`config.mk`:
```
export PLATFORM = sky130hd
export DESIGN_NAME = disp_scan_ctrl_flat
export DESIGN_NICKNAME = d
export VERILOG_FILES = /design/src/rtl/disp_scan_ctrl_if.sv /design/src/rtl/disp_scan_ctrl.sv /design/src/flat_wrapper.sv
export SDC_FILE = /design/constraint.sdc
export NUM_CORES = 1
export LEC_CHECK = 0
export ABC_AREA = 1
export CELL_PAD_IN_SITES_DETAIL_PLACEMENT = 1
export CELL_PAD_IN_SITES_GLOBAL_PLACEMENT = 2
export CORE_AREA = 2 2 74 76
export DETAILED_ROUTE_END_ITERATION = 6
export DIE_AREA = 0 0 76 78
export PLACE_DENSITY = 0.89
export SETUP_SLACK_MARGIN = 0.15
export SYNTH_ARGS = -nofsm -noshare
export SYNTH_HDL_FRONTEND = slang
export SYNTH_SLANG_ARGS = --single-unit
```
`constraint.sdc`:
```
create_clock -name clk -period 2.8 [get_ports clk]
set_input_delay 0.56 -clock clk [delete_from_list [all_inputs] [get_ports clk]]
set_output_delay 0.56 -clock clk [all_outputs]
set_load 0.05 [all_outputs]
```
`src/rtl/disp_scan_ctrl_if.sv`:
```
// disp_scan_ctrl_if
//   Bundles the mode/button inputs and the scan/edit outputs of the
//   seven-segment scan controller.
//   master : mode/button logic side (drives mode, alarm_mode, btn_next,
//            btn_exit; observes the scan outputs)
//   slave  : the scan controller itself
//   Signals:
//     mode[5:0]       current clock mode (3 = alarm)
//     alarm_mode      alarm value being set/displayed
//     btn_next        1-cycle pulse: enter edit / advance field
//     btn_exit        1-cycle pulse: leave edit
//     light[2:0]      digit index for the value selector
//     an[7:0]         active-low digit enables
//     edit_field[1:0] 0 none, 1 hour, 2 minute, 3 second
//     blank           segments dark for the current digit
//     frame_tick      1-cycle pulse when light wraps 7 -> 0
interface disp_scan_ctrl_if;
  logic [5:0] mode;
  logic       alarm_mode;
  logic       btn_next;
  logic       btn_exit;
  logic [2:0] light;
  logic [7:0] an;
  logic [1:0] edit_field;
  logic       blank;
  logic       frame_tick;

  modport master (
    output mode, alarm_mode, btn_next, btn_exit,
    input  light, an, edit_field, blank, frame_tick
  );

  modport slave (
    input  mode, alarm_mode, btn_next, btn_exit,
    output light, an, edit_field, blank, frame_tick
  );
endinterface

```
`src/rtl/disp_scan_ctrl.sv`:
```
// disp_scan_ctrl
//   Scan and edit-cursor controller for an 8-digit seven-segment display.
//   Steps the digit index every SCAN_DIV cycles, drives the matching
//   active-low digit enable, tracks the alarm field under edit and
//   produces a blank strobe (digits 6/7 always dark; edited pair flashes).
//   Optional feature macro: EDIT_BLINK_EN (when undefined, no blinking;
//   blank covers digits 6/7 only).
//   Ports:
//     clk  rising-edge system clock
//     rst  synchronous, active-high reset
//     bus  disp_scan_ctrl_if.slave (mode/buttons in, scan/edit outputs)
//   Parameters:
//     SCAN_DIV  clock cycles per lit digit (>= 2)
//     BLINK_DIV full scan frames per blink half-period (>= 1)
module disp_scan_ctrl #(
  parameter int SCAN_DIV  = 50000,
  parameter int BLINK_DIV = 64
) (
  input  logic             clk,
  input  logic             rst,
  disp_scan_ctrl_if.slave  bus
);

  localparam int DIV_W = $clog2(SCAN_DIV);
  localparam logic [DIV_W-1:0] DIV_LAST = DIV_W'(SCAN_DIV - 1);

  if (SCAN_DIV < 2) begin : g_bad_scan_div
    $error("SCAN_DIV must be at least 2");
  end
  if (BLINK_DIV < 1) begin : g_bad_blink_div
    $error("BLINK_DIV must be at least 1");
  end

  typedef enum logic [1:0] {
    IDLE   = 2'd0,
    EDIT_H = 2'd1,
    EDIT_M = 2'd2,
    EDIT_S = 2'd3
  } state_t;

  logic [DIV_W-1:0] div_cnt;
  logic [2:0]       light;
  logic [2:0]       light_nxt;
  logic [7:0]       an;
  logic             frame_tick;
  logic             step;
  logic             wrap;

  state_t           state;
  state_t           state_nxt;
  logic             enter;
  logic             in_alarm;
  logic [1:0]       field;
  logic             blink_on;
  logic             blank;

  assign step      = (div_cnt == DIV_LAST);
  assign wrap      = step && (light == 3'd7);
  assign light_nxt = light + 3'd1;
  assign in_alarm  = (bus.mode == 6'd3) && bus.alarm_mode;
  assign field     = state;

  // Prescaler and digit scan
  always_ff @(posedge clk) begin
    if (rst) begin
      div_cnt    <= '0;
      light      <= 3'd0;
      an         <= 8'hFE;
      frame_tick <= 1'b0;
    end else begin
      div_cnt    <= step ? '0 : div_cnt + DIV_W'(1);
      frame_tick <= wrap;
      if (step) begin
        light <= light_nxt;
        an    <= ~(8'b1 << light_nxt);
      end
    end
  end

  // Edit FSM state register
  always_ff @(posedge clk) begin
    if (rst) state <= IDLE;
    else     state <= state_nxt;
  end

  // Edit FSM next state; leaving alarm mode or btn_exit overrides btn_next
  always_comb begin
    state_nxt = state;
    enter     = 1'b0;
    if (!in_alarm || bus.btn_exit) begin
      state_nxt = IDLE;
    end else if (bus.btn_next) begin
      case (state)
        IDLE:    state_nxt = EDIT_H;
        EDIT_H:  state_nxt = EDIT_M;
        EDIT_M:  state_nxt = EDIT_S;
        default: state_nxt = IDLE;
      endcase
    end
    enter = (state_nxt != IDLE) && (state_nxt != state);
  end

`ifdef EDIT_BLINK_EN
  localparam int BLK_W = $clog2(BLINK_DIV + 1);
  localparam logic [BLK_W-1:0] BLK_LAST = BLK_W'(BLINK_DIV - 1);

  logic [BLK_W-1:0] blink_cnt;
  logic             blink_phase;

  // Blink counter; a fresh field entry restarts the lit half-period,
  // taking priority over a coincident frame wrap
  always_ff @(posedge clk) begin
    if (rst || enter) begin
      blink_cnt   <= '0;
      blink_phase <= 1'b0;
    end else if (wrap) begin
      if (blink_cnt == BLK_LAST) begin
        blink_cnt   <= '0;
        blink_phase <= ~blink_phase;
      end else begin
        blink_cnt <= blink_cnt + BLK_W'(1);
      end
    end
  end

  assign blink_on = blink_phase;
`else
  assign blink_on = 1'b0;
`endif

  // Digits 6/7 are unused and always dark; the edited pair (field-1)
  // occupies digits {2*(field-1), 2*(field-1)+1}, i.e. light[2:1] == field-1.
  always_comb begin
    blank = 1'b0;
    if (light[2:1] == 2'b11) begin
      blank = 1'b1;
    end else if (blink_on && (state != IDLE) && (light[2:1] == (field - 2'd1))) begin
      blank = 1'b1;
    end
  end

  assign bus.light      = light;
  assign bus.an         = an;
  assign bus.edit_field = field;
  assign bus.blank      = blank;
  assign bus.frame_tick = frame_tick;

endmodule

```
`src/flat_wrapper.sv`:
```
// flat-port wrapper written by rule: the top's interface ports become plain ports
module disp_scan_ctrl_flat 
#(
  parameter int SCAN_DIV  = 50000,
  parameter int BLINK_DIV = 64
)
  (clk, rst, bus_mode, bus_alarm_mode, bus_btn_next, bus_btn_exit, bus_light, bus_an, bus_edit_field, bus_blank, bus_frame_tick);
  disp_scan_ctrl_if bus_i ();
  input  logic clk;
  input  logic rst;
  input wire logic [$bits(bus_i.mode)-1:0] bus_mode;
  input wire logic [$bits(bus_i.alarm_mode)-1:0] bus_alarm_mode;
  input wire logic [$bits(bus_i.btn_next)-1:0] bus_btn_next;
  input wire logic [$bits(bus_i.btn_exit)-1:0] bus_btn_exit;
  output wire logic [$bits(bus_i.light)-1:0] bus_light;
  output wire logic [$bits(bus_i.an)-1:0] bus_an;
  output wire logic [$bits(bus_i.edit_field)-1:0] bus_edit_field;
  output wire logic [$bits(bus_i.blank)-1:0] bus_blank;
  output wire logic [$bits(bus_i.frame_tick)-1:0] bus_frame_tick;
  assign bus_i.mode = bus_mode;
  assign bus_i.alarm_mode = bus_alarm_mode;
  assign bus_i.btn_next = bus_btn_next;
  assign bus_i.btn_exit = bus_btn_exit;
  assign bus_light = bus_i.light;
  assign bus_an = bus_i.an;
  assign bus_edit_field = bus_i.edit_field;
  assign bus_blank = bus_i.blank;
  assign bus_frame_tick = bus_i.frame_tick;
  disp_scan_ctrl #(.SCAN_DIV(SCAN_DIV), .BLINK_DIV(BLINK_DIV)) u_core (.clk(clk), .rst(rst), .bus(bus_i));
endmodule
```
Word level (Yosys, flattened, before mapping). Cells that the tools add are included.

Add/sub/neg operators: 2. Equal/unequal tests: 6. Shift-type cells: 1. Mux-type cells: 2. Bitwise operators: 1. Reduce and logical (&&, ||, !) cells: 7.

Operators with widths (count): adder 16 x 1 -> 16 bit (second input constant) (1); equality test 16 bit (second input constant) (1); NOT 8 bit (1); << shifter 1 x 3 -> 8 bit (first input constant) (1); equality test 6 x 2 -> 1 bit (second input constant) (1); one-hot mux 2 bit (3 select lines) (1); equality test 2 bit (second input constant) (2); OR reduction 2 bit (2); adder 3 x 1 -> 3 bit (second input constant) (1); equality test 3 bit (second input constant) (1); equality test 2 x 1 -> 1 bit (second input constant) (1); logical AND 1 bit (2); logical NOT 2 bit (1); logical NOT 1 bit (1); logical OR 1 bit (1); two-way mux 1 bit (1).

Bits in registers: 30. Input bits: 11. Output and inout bits: 15.

Logic depth before layout (Yosys ltp).
Depth in word-level cells: 5. Depth in mapped cells: 8. Gate-level depth less buffers: 7.

Worst setup path before layout. Ideal clock, no wire load.

Kind: register to output. Start: register u_core.light[1] (netlist: u_core.bus.light[1]). End: output port bus_blank. Arrival time: 1129 ps. Required time: 2240 ps. Setup slack: 1111 ps. Cell stages (with the launch flop): 3. Path through: dfxtp_1 -> nand2_1 -> inv_1.

Longest elaborated chain between the ends: 2.

Ends and longest elaborated chain: start, declared (RTL line disp_scan_ctrl.sv:42) `logic [2:0] light;`; start signal, assigned (RTL line disp_scan_ctrl.sv:74) `light <= light_nxt;`; equality test 2 bit (RTL line disp_scan_ctrl.sv:135) `if (light[2:1] == 2'b11) begin`; two-way mux 1 bit (RTL line disp_scan_ctrl.sv:135); end, declared (RTL line flat_wrapper.sv:18) `output wire logic [$bits(bus_i.blank)-1:0] bus_blank;`.

No other way between the ends.

Final worst setup path. Same ends and word-level chain as after synthesis.

==> results.tsv <==
stage	metric	value	unit
cells_and_area	final_net_count	262	
setup_path	critical_path_class	flop to primary output	
pwr	worst_ir_drop_on_vdd	0.000216	V
yosys	ys_top_cells_by_count	sky130_fd_sc_hd__nand2_1, sky130_fd_sc_hd__nor2_1, sky130_fd_sc_hd__dfxtp_1	
setup_path	crit_path_max_incr_delay	0.79	ns
setup_path	timing.critical_path.max_delay_family	buffers and inverters	
yosys	yosys.cell_count.top_type	sky130_fd_sc_hd__nand2_1	
setup_path	cp.required	2.24	ns
routing	num_vias	1383	
yosys	ys_top_cells_by_area	sky130_fd_sc_hd__dfxtp_1, sky130_fd_sc_hd__nand2_1, sky130_fd_sc_hd__nand3_1, sky130_fd_sc_hd__ha_1, sky130_fd_sc_hd__nor2_1	
cells_and_area	area_occupied_by_multi_input_gates	811	µm²
sta	layout_skew	0.00284	ns
min_path	type_of_the_worst_min_delay_path	flop to flop	
placement	placed_cells	304	
run	drv_cap	0	
clock_network	tritoncts_clock_tree	yes	
setup_path	path_cells	nand2_1, inv_1, clkdlybuf4s50_1	
sta	post-route-min-period	2.22	ns
pwr	static-leakage-power	0.000696	µW
sta	slew-limit-headroom	65.0	%
clock_network	cts_num_sinks	30	
clock_network	cts.clk_slew.worst_paths	0.06	ns
global_route	grt_antenna_before_repair	0	
yosys	postSynthNetCount	234	
sta	setup_total_negative_slack	0	ns
floorplanning	std_cell_rows	26	
yosys	yosys_warnings	0	
global_route	grt_max_degree	17	
setup_path	r2r_slack	1.07	ns
placement	hpwl	2700	µm
yosys	synth_top_cell_area_share	39.1	%
setup_path	cp_num_buf_inv	2	
sta	timing.final.max_slew_violations	0	
routing	drt_wl_total	3600	µm
clock_network	cts_made_buffers	5	
yosys	syn-mean-instance-area	7.21	µm²
routing	length_of_the_first_detailed_routing_pass_in_iterations	4	
global_route	vias_in_the_first_global_route	1430	
cells_and_area	share_of_final_layout_standard_cells_stronger_than_drive_strength_1	7.85	%
yosys	async_reset_ff_share	0	%
yosys	synth-main-ff-cell	sky130_fd_sc_hd__dfxtp_1	
clock_network	clockBufferDepth	2	
global_route	all_layer_gr_usage	13.7	%
setup_path	timing.critical_path.from	u_core.bus.light[1]$_SDFFE_PP0P_	
cells_and_area	instances_no_fill	312	
pwr	total_power	826	µW
placement	io_buffer_count	25	
yosys	synth-edff-count	0	
yosys	syn_area	1540	µm²
sta	rsz0062_at_grt	no	
setup_path	critPathLaunchType	flop	
placement	gp_congestion	0.681	
routing	wl_per_cell	11.5	µm
floorplanning	core-area	5040	µm²
yosys	synth.distinct_cells	23	
routing	post-route-drc-count	0	
cells_and_area	flow.area_growth_from_synthesis	25.3	%
routing	route.antenna.remaining_nets	0	
yosys	cells_after_synth	213	
outcome	status	completed	
setup_path	worst_path_max_delay_cell	sky130_fd_sc_hd__clkdlybuf4s50_1	
clock_network	cts_htree_levels	2	
setup_path	worstSetupEndpointType	primary output	
routing	avgViaCountPerCell	4.43	
floorplanning	area_of_the_die	5930	µm²
floorplanning	initial_core_util	30.4	%
cells_and_area	antennaDiodeCount	0	
clock_network	number_of_hold_buffers_added_after_cts	0	
clock_network	clock_tree.root_cell	sky130_fd_sc_hd__clkbuf_8	
sta	finalHoldViolCount	0	
routing	detail_route.iter0.violations	36	
pwr	powerDensity	430	nW/µm²
cells_and_area	register_area	601	µm²
yosys	synth.yosys.seq_area_share	39.1	%
yosys	synth_top_cell_by_area	sky130_fd_sc_hd__dfxtp_1	
sta	layout_worst_path_cycle_share	79.3	%
floorplanning	die_extent_in_x	76	µm
global_route	globalRouteOverflowTotal	0	
setup_path	critical_path_peak_fanout	7	
clock_network	worst_skew_pair.late_latency	0.28	ns
floorplanning	die_height	78	µm
min_path	hp-start	u_core.bus.an[6]$_SDFFE_PP1P_	
clock_network	post_cts_buffers	0	
floorplanning	io_pins	26	
global_route	grt_pass1_wl	6490	µm
sta	max_slew.worst_pin.slew	0.523	ns
sta	final-setup-viol-count	0	
yosys	ys_seq_elements	30	
cells_and_area	n_fill_cell	647	
setup_path	worstReg2RegStart	u_core.div_cnt[14]$_SDFF_PP0_	
setup_path	crit_arrival	1.66	ns
sta	max_clock_freq	0.451	GHz
clock_network	cts_resized	0	
sta	fin_hold_ws	0.457	ns
==> worst reg2reg max path, cell delays in order (launching register included) <==
cell and delay, ns:
sky130_fd_sc_hd__dfxtp_1 0.38, sky130_fd_sc_hd__nand2_1 0.08, sky130_fd_sc_hd__clkinv_1 0.06, sky130_fd_sc_hd__nand2_1 0.06, sky130_fd_sc_hd__nor2_2 0.41, sky130_fd_sc_hd__nand2_2 0.29, sky130_fd_sc_hd__nand2_4 0.26, sky130_fd_sc_hd__a21oi_1 0.07
==> layer usage <==
metal	GRT usage [%]	wire, µm	up-vias
met1	16.5	1700	625
met3	3.72	100	6
met4	6.55	82	0
li1	-	-	736
met2	22.9	1720	16
met5	0	0	-
==> registers in the layout, indices dropped and copies added (netlist names) <==
| name | cells |
|---|---|
| u_core.div_cnt | 16 |
| u_core.bus.light | 3 |
| u_core.bus.frame_tick | 1 |
| u_core.bus.edit_field | 2 |
| u_core.bus.an | 8 |
==> stage by stage <==
step / instance area, µm² / util, % / setup slack (ns)
final: 1920 / 38.1 / 0.581
after CTS: 1920 / 38.1 / 0.552
after detailed placement: 1830 / 36.3 / 0.882
after global routing: 1920 / 38.1 / 0.490
after global placement: 1830 / 36.3 / 0.893
after floorplan: 1540 / - / 1.11
==> final cells by class <==
class | count | share of cell area (%)
Sequential cell | 30 | 31.2
Inverter | 22 | 4.29
Multi-Input combinational cell | 157 | 42.2
Tap cell | 70 | 4.55
Clock buffer | 7 | 4.49
Timing Repair Buffer | 25 | 13.0
Clock inverter | 1 | 0.260
==> logic make-up after synthesis <==
kind of cell	share of synthesized area (%)
and+or+nand+nor	36.6
DFF	39.1
xor gates and xnor gates	2.85
buffers and inverters	8.07
adders and majority gates	8.15
AOI/OAI and AO/OA	5.22
==> where the power goes <==
| group | internal [µW] | leakage, µW | switching, µW | total [µW] |
|---|---|---|---|---|
| Clock | 198 | 0.0000482 | 163 | 361 |
| Sequential | 430 | 0.000242 | 3.64 | 434 |
| Combinational | 17.0 | 0.000405 | 14.6 | 31.6 |
| Total | 645 | 0.000696 | 181 | 826 |
==> final timing paths <==
path                                         to  cells after the start
hold / removal    u_core.bus.an[6]$_SDFFE_PP1P_                      2
hold reg to reg   u_core.bus.an[6]$_SDFFE_PP1P_                      2
setup / recovery                      bus_blank                      3
setup reg to reg  u_core.div_cnt[13]$_SDFF_PP0_                      7
==> cells in the final DEF (no fill, tap or decap) <==
cell type / n
sky130_fd_sc_hd__clkbuf_1: 1
sky130_fd_sc_hd__nand4_1: 3
sky130_fd_sc_hd__nor2_4: 1
sky130_fd_sc_hd__nor3_1: 4
sky130_fd_sc_hd__xnor2_1: 1
sky130_fd_sc_hd__a21oi_1: 14
sky130_fd_sc_hd__inv_2: 3
sky130_fd_sc_hd__nor2_2: 4
sky130_fd_sc_hd__nor2_1: 31
sky130_fd_sc_hd__clkdlybuf4s50_1: 25
sky130_fd_sc_hd__o21ai_0: 1
sky130_fd_sc_hd__ha_1: 10
sky130_fd_sc_hd__nand3_2: 1
sky130_fd_sc_hd__nand2_2: 2
sky130_fd_sc_hd__o21ai_1: 1
sky130_fd_sc_hd__nand2_1: 49
sky130_fd_sc_hd__xor2_1: 4
sky130_fd_sc_hd__nand2_4: 1
sky130_fd_sc_hd__inv_1: 18
sky130_fd_sc_hd__clkinv_1: 1
sky130_fd_sc_hd__nand3_1: 29
sky130_fd_sc_hd__nand3b_1: 1
sky130_fd_sc_hd__clkinv_2: 1
sky130_fd_sc_hd__clkbuf_8: 6
sky130_fd_sc_hd__dfxtp_1: 30
Note: power is estimated with default switching activity, not from simulation.
